### config.mk
export PLATFORM = sky130hd
export DESIGN_NAME = fetch_sequencer
export DESIGN_NICKNAME = d
export VERILOG_FILES = /design/src/rtl/fetch_sequencer.sv
export SDC_FILE = /design/constraint.sdc
export NUM_CORES = 1
export LEC_CHECK = 0
export CORE_UTILIZATION = 60
export DETAILED_ROUTE_END_ITERATION = 6
export GPL_TIMING_DRIVEN = 1
export PLACE_DENSITY = 0.94
export SYNTH_ARGS = -nofsm -noshare
export SYNTH_HDL_FRONTEND = slang
export SYNTH_SLANG_ARGS = --single-unit
### constraint.sdc
create_clock -name clk -period 5.51 [get_ports clk]
set_clock_uncertainty 0.2 [all_clocks]
set_input_delay 1.102 -clock clk [delete_from_list [all_inputs] [get_ports clk]]
set_output_delay 1.102 -clock clk [all_outputs]
set_load 0.02 [all_outputs]
### src/rtl/fetch_sequencer.sv
`default_nettype none
// ============================================================================
// Module   : fetch_sequencer
// Brief    : PC owner and instruction fetcher for the single-cycle decoder.
//            Runs IDLE -> FETCH -> ISSUE -> UPDATE and resolves jal/ret
//            through a circular return-address stack.
// Revision : 1.0 - initial release
// ============================================================================
module fetch_sequencer #(
    parameter logic [15:0] RESET_PC  = 16'h0000,
    parameter int          RAS_DEPTH = 8
) (
    input  logic        clk,
    input  logic        rst,
    output logic        imem_req,
    output logic [15:0] imem_addr,
    input  logic        imem_ack,
    input  logic [15:0] imem_rdata,
    output logic [15:0] ins,
    output logic        ins_valid,
    input  logic        exec_done,
    input  logic        ldPC,
    input  logic        Trans1PC,
    input  logic        Trans2PC,
    output logic [15:0] pc,
    output logic        ras_err
);

    localparam int              PTR_W   = $clog2(RAS_DEPTH);
    localparam int              SP_W    = PTR_W + 1;
    localparam logic [SP_W-1:0] SP_FULL = SP_W'(RAS_DEPTH);
    localparam logic [4:0]      OP_JAL  = 5'b00010;
    localparam logic [4:0]      OP_RET  = 5'b00011;

    typedef enum logic [1:0] {
        S_IDLE   = 2'd0,
        S_FETCH  = 2'd1,
        S_ISSUE  = 2'd2,
        S_UPDATE = 2'd3
    } state_t;

    state_t           state_q, state_d;
    logic [15:0]      pc_q, pc_d;
    logic [15:0]      ins_q, ins_d;
    logic [15:0]      next_pc_q, next_pc_d;
    logic             push_q, push_d;
    logic             pop_q, pop_d;
    logic             ras_err_q, ras_err_d;
    logic [SP_W-1:0]  sp_q, sp_d;
    logic [PTR_W-1:0] head_q, head_d;

    logic [15:0]      ras_q [RAS_DEPTH];
    logic             ras_we;

    logic [15:0]      off_sext;
    logic [15:0]      pc_inc;
    logic [15:0]      pc_br;
    logic [PTR_W-1:0] top_idx;
    logic             is_jal;
    logic             is_ret;

    assign off_sext = {{5{ins_q[10]}}, ins_q[10:0]};
    assign pc_inc   = pc_q + 16'd1;
    assign pc_br    = pc_q + off_sext;
    assign is_jal   = (ins_q[15:11] == OP_JAL);
    assign is_ret   = (ins_q[15:11] == OP_RET);
    // head points at the next free slot; the newest entry sits just below it
    assign top_idx  = head_q - PTR_W'(1);

    always_ff @(posedge clk or negedge rst) begin
        if (!rst) begin
            state_q   <= S_IDLE;
            pc_q      <= RESET_PC;
            ins_q     <= 16'h0000;
            next_pc_q <= RESET_PC;
            push_q    <= 1'b0;
            pop_q     <= 1'b0;
            ras_err_q <= 1'b0;
            sp_q      <= '0;
            head_q    <= '0;
        end else begin
            state_q   <= state_d;
            pc_q      <= pc_d;
            ins_q     <= ins_d;
            next_pc_q <= next_pc_d;
            push_q    <= push_d;
            pop_q     <= pop_d;
            ras_err_q <= ras_err_d;
            sp_q      <= sp_d;
            head_q    <= head_d;
        end
    end

    // Stack storage carries no reset; only sp/head define which entries are live
    always_ff @(posedge clk) begin
        if (ras_we) begin
            ras_q[head_q] <= pc_inc;
        end
    end

    always_comb begin
        state_d   = state_q;
        pc_d      = pc_q;
        ins_d     = ins_q;
        next_pc_d = next_pc_q;
        push_d    = push_q;
        pop_d     = pop_q;
        ras_err_d = ras_err_q;
        sp_d      = sp_q;
        head_d    = head_q;
        ras_we    = 1'b0;

        case (state_q)
            S_IDLE: begin
                state_d = S_FETCH;
            end

            S_FETCH: begin
                if (imem_ack) begin
                    ins_d   = imem_rdata;
                    state_d = S_ISSUE;
                end
            end

            S_ISSUE: begin
                if (exec_done) begin
                    push_d  = 1'b0;
                    pop_d   = 1'b0;
                    state_d = S_UPDATE;
                    if (is_jal) begin
                        push_d    = 1'b1;
                        next_pc_d = pc_br;
                    end else if (is_ret) begin
                        pop_d     = 1'b1;
                        next_pc_d = (sp_q == '0) ? pc_inc : ras_q[top_idx];
                    end else if (Trans2PC && ldPC) begin
                        next_pc_d = pc_br;
                    end else if (Trans1PC) begin
                        next_pc_d = pc_inc;
                    end else begin
                        // ldPC alone, not-taken conditionals and ALU ops all step by one
                        next_pc_d = pc_inc;
                    end
                end
            end

            S_UPDATE: begin
                pc_d    = next_pc_q;
                state_d = S_FETCH;
                if (push_q) begin
                    ras_we = 1'b1;
                    head_d = head_q + PTR_W'(1);
                    if (sp_q == SP_FULL) begin
                        ras_err_d = 1'b1;
                    end else begin
                        sp_d = sp_q + SP_W'(1);
                    end
                end
                if (pop_q) begin
                    if (sp_q == '0) begin
                        ras_err_d = 1'b1;
                    end else begin
                        head_d = top_idx;
                        sp_d   = sp_q - SP_W'(1);
                    end
                end
            end

            default: begin
                state_d = S_IDLE;
            end
        endcase
    end

    assign imem_req  = (state_q == S_FETCH);
    assign imem_addr = pc_q;
    assign ins       = ins_q;
    assign ins_valid = (state_q == S_ISSUE);
    assign pc        = pc_q;
    assign ras_err   = ras_err_q;

endmodule
`default_nettype wire

* Word-level counts from Yosys, hierarchy flattened
Memories as Yosys holds them, arrays and structs flattened.
Index checks and enable logic that the tools add are counted.
** Storage, ports and cells
- Input bits :: 23
- Memories :: 1
- RAM bits :: 128
- Word-level logic and storage cells :: 56
- Output and inout bits :: 51
- Register bits :: 60
** Memories
- ras_q :: depth 8, width 16, read ports 1, clocked after memory_dff 0, write ports 1, line 52 : logic [15:0] ras_q [RAS_DEPTH];
** Cells by class
- Add/sub/neg operators :: 6
- Equality and inequality tests :: 8
- Muxes and demuxes :: 25
- Reduce and logical (&&, ||, !) cells :: 7
** Operators by type and width (number)
- 16-bit two-way mux :: 4
- 16-bit by 1-bit adder with 16-bit output (second input constant) :: 1
- 16-bit adder :: 1
- 4-bit two-way mux :: 4
- 1-bit two-way mux :: 11
- 5-bit by 2-bit == test with 1-bit output (second input constant) :: 2
- 3-bit two-way mux :: 3
- 2-bit one-hot mux with 3 select lines :: 1
- 2-bit AND reduction :: 3
- 4-bit by 1-bit adder with 4-bit output (second input constant) :: 1
- 2-bit == test (second input constant) :: 2
- 4-bit == test (second input constant) :: 1
- 4-bit zero test :: 1
- 2-bit two-way mux :: 2
- 2-bit by 1-bit != test with 1-bit output (second input constant) :: 2
- 4-bit by 1-bit subtractor with 4-bit output (second input constant) :: 1
- 3-bit by 1-bit adder with 3-bit output (second input constant) :: 1
- 3-bit by 1-bit subtractor with 3-bit output (second input constant) :: 1
- 2-bit by 1-bit == test with 1-bit output (second input constant) :: 1
- 2-bit zero test :: 1
- 2-bit OR reduction :: 1
- 1-bit logical AND :: 1

* Logic depth before layout (Yosys ltp)
- Depth after elaboration :: 5
- Depth in mapped cells :: 13

* Least setup slack after synthesis
OpenSTA, ideal clock, no wires.
- Path type :: reg2reg
- Start point :: register head_q[0]
- End point :: register next_pc_q[13]
- Slack :: 2.660 ns
- Required time :: 5.180 ns
- Data arrival time :: 2.520 ns
- Path buffers :: 5
- Period minus slack after synthesis :: 2.850 ns
- Cell stages (with the launch flop) :: 13
- Cells stage by stage :: dfrtp_1 -> buf_4 -> buf_6 -> buf_4 -> inv_1 -> ha_1 -> buf_2 -> clkbuf_1 -> mux4_2 -> nand2_1 -> a21oi_1 -> a221oi_1 -> nand3b_1
** On the way
- Word-level cells in the longest chain between the ends :: 5
** RTL lines
- start, declared :: line 50 : logic [PTR_W-1:0] head_q, head_d;
- start signal, assigned :: line 80 : head_q <= '0;
- start signal, assigned :: line 90 : head_q <= head_d;
- 3-bit by 1-bit subtractor with 3-bit output :: line 68 : assign top_idx = head_q - PTR_W'(1);
- memory read 8 x 16 bit
- 16-bit two-way mux :: line 135 : next_pc_d = (sp_q == '0) ? pc_inc : ras_q[top_idx];
- 16-bit two-way mux :: line 133 : end else if (is_ret) begin
- 16-bit two-way mux :: line 130 : if (is_jal) begin
- end signal, assigned :: line 85 : next_pc_q <= next_pc_d;
- end, declared :: line 45 : logic [15:0] next_pc_q, next_pc_d;
Every way passes these cells.
A chain may end at the register's enable or synchronous reset.

* Worst setup path in the final report
- Start point :: register head_q[0]
- End point :: register next_pc_q[14]
Same word-level chain as after synthesis.

==> metrics.csv <==
metric;value;unit
IO Count;74;
TNS Setup;0;ps
DRT Pass-1 Iters;7;
Die ar.;15300;sq um
fmax;0.281;GHz
via count;5984;
CTS tree;yes;
vias in the first global route;6054;
DR DRC count;2;
Reg-to-Reg Start;head_q[0];
largest family of logic cells by synthesized area;multiplexers;
Reg-to-Reg End;next_pc_q[14];
outcome;finished with violations;
Die Y-Extent;124;um
mapped cell area;8890;sq um
r2r worst-path depth;9;
CTS buffer count;17;
PwrDens;635;nW/um^2
family with the most delay on the worst path;buffers and inverters;
Die Width;124;um
Final Hold Violating Endpoints;0;
1st-iter DRT viols;756;
Hold-fix buffers, CTS;0;
setup violators final;0;
Final #Nets;741;
Syn-to-layout area delta;15.1;%
max cap viols;0;
vias per cell;6.72;
syn_area_per_cell;13.9;sq um
hpwl dp;13600;um
Yosys cell types;66;
antenna-violating nets left;0;
asr flop ratio synth;31.9;%
ys flop type;edfxtp_1;
DP Area;9660;sq um
#FFs+latches synth;188;
initial antenna violation count;0;
Compound-Gate Fraction of Synth Area;8.29;%
Slew Limit Headroom;21.0;%
max incr delay on CP;570;ps
Post-Synth XOR/XNOR Area;2.86;%
measured slew at the worst slew-check pin;1180;ps
Post-synth EDFFs;128;
WP depth;9;
P_leak;3.71;nW
largest net degree at the start of global routing;61;
Synth Area in Simple Gates;8.60;%
Antenna Cells;0;
Placer Congestion;0.969;
Reg clk slew, reported paths;70;ps
failing checks;design-rule violations;
CP max FO;37;
WHS;304;ps
Buf/Inv on CP;3;
Post-Syn Instances;640;
Root Driver;clkbuf_16;
Critical-path top delay cell;buf_4;
Yosys warning count;0;
routed wire length;21700;um
Period minus WS final;3550;ps
pins over their slew limit;0;
WS Path Type;flop to flop;
Starting Density;61.4;%
# port buffers;72;
HP Class;flop to flop;
clk_lat worst skew;430;ps
hold endpoint;imem_addr[0];
critical path arrival;3670;ps
fin area;10200;sq um
Startpoint Class;flop;
crit-path cells;buf_4 -> inv_1 -> ha_1 -> buf_4 -> mux4_2 -> nor2_1 -> nor2_1 -> o221ai_1 -> a211oi_1;
core area;14500;sq um
flop2flop setup slack;1960;ps
RSZ-0062 raised after global routing;false;
register area share after synthesis;60.1;%
Site Rows;44;
Total GRT Usage;30.1;%
critical path endpoint category;flop;
Setup Buffers After CTS;0;
Max clock buf depth;2;
Req. time, crit path;5630;ps
Post-Syn Nets;688;
hold path start;next_pc_q[0];
CTS resizes;0;
Synth Area in Adders;3.60;%
first-pass GRT wire length;32800;um
H-tree depth;4;
WL/cell;24.4;um
Sink Count;188;
gr ovfl total;0;
VDD IR max;485;uV
share of post-route cells with drive strength above 1;17.6;%
Hold Crit Depth;2;
mux cell area share after synthesis;12.9;%
fin crit share;64.5;%
## power breakdown
part           switching, W  internal (W)
registers          0.000332       0.00187
clock network      0.000535      0.000672
logic               0.00180       0.00130
total               0.00266       0.00384
## through the flow
stage | util [%] | std cells | worst slack [ps] | total power [W]
2_1_floorplan | - | 640 | 2660 | 0.00425
3_3_place_gp | 66.7 | 858 | 2120 | 0.00501
3_5_place_dp | 66.7 | 858 | 2000 | 0.00520
4_1_cts | 70.7 | 890 | 1930 | 0.00645
5_1_grt | 70.7 | 890 | 1770 | 0.00680
6_report | 70.7 | 890 | 1960 | 0.00650
## sequential cells by signal (all words and copies together), names as in the netlist
name	cells
head_q	3
imem_addr	16
ins	16
next_pc_q	16
pop_q	1
push_q	1
ras_err	1
ras_q	128
sp_q	4
state_q	2
## how the worst max path moves through the flow
stage	to	slack [ps]	start
3_5_place_dp	next_pc_q[14]	2000	head_q[0]
5_1_grt	next_pc_q[14]	1770	head_q[0]
4_1_cts	next_pc_q[14]	1930	head_q[0]
6_report	next_pc_q[14]	1960	head_q[0]
2_1_floorplan	next_pc_q[13]	2660	head_q[0]
3_3_place_gp	next_pc_q[12]	2120	head_q[0]
## layer usage
layer | GRT usage, % | share of wire [%]
met5 | 0 | 0
met4 | 14.6 | 4.0
met3 | 7.42 | 8.0
met2 | 50.7 | 52
met1 | 36.3 | 36
## cell type report
| class | count | area [sq um] |
|---|---|---|
| Sequential cell | 188 | 5350 |
| Clock buffer | 19 | 433 |
| Tap cell | 184 | 230 |
| Timing Repair Buffer | 76 | 746 |
| Fill cell | 836 | 4250 |
| Inverter | 17 | 63.8 |
| Clock inverter | 13 | 141 |
| Multi-Input combinational cell | 393 | 3270 |
## kinds of logic after synthesis
family,Yosys count
buffers and inverters,59
and+or+nand+nor,159
DFF,188
xor gates and xnor gates,29
AOI/OAI and AO/OA,110
adders and majority gates,25
muxes,70
## worst min-delay path, delay by kind of cell, from the launching register on
kind,cells,cell delay (ps)
compound gates,1,60
flops,1,350
simple gates,1,50
## cell usage after synthesis (5+ instances only)
library cell	number	area (sq um)
edfxtp_1	128	3840
nand2_1	75	282
dfrtp_1	60	1500
mux2_2	34	383
mux4_2	32	721
nor2_1	25	93.8
ha_1	24	300
o21ai_0	24	120
a21oi_1	23	115
buf_4	19	143
inv_1	17	63.8
nand3_1	17	85.1
xor2_1	15	131
xnor2_1	14	123
clkbuf_1	10	37.5
nand4_1	8	50.1
a21o_1	7	52.6
a31oi_1	7	43.8
buf_2	7	35.0
o211ai_1	7	52.6
o221ai_1	5	43.8
## layout by cell type, fill, tap and decap left out, drive strengths merged, types with 5 or more instances in the layout
cell type,n
xor2,15
xnor2,14
o21ai,25
ha,24
nand4,8
dfrtp,60
a31oi,7
o211ai,7
a21oi,23
nand3,17
inv,21
a21o,7
clkbuf,19
buf,5
nor2,28
clkdlybuf4s50,71
clkinv,5
mux2,34
nand2,76
edfxtp,128
o221ai,5
mux4,32
Note: power is estimated with default switching activity, not from simulation.
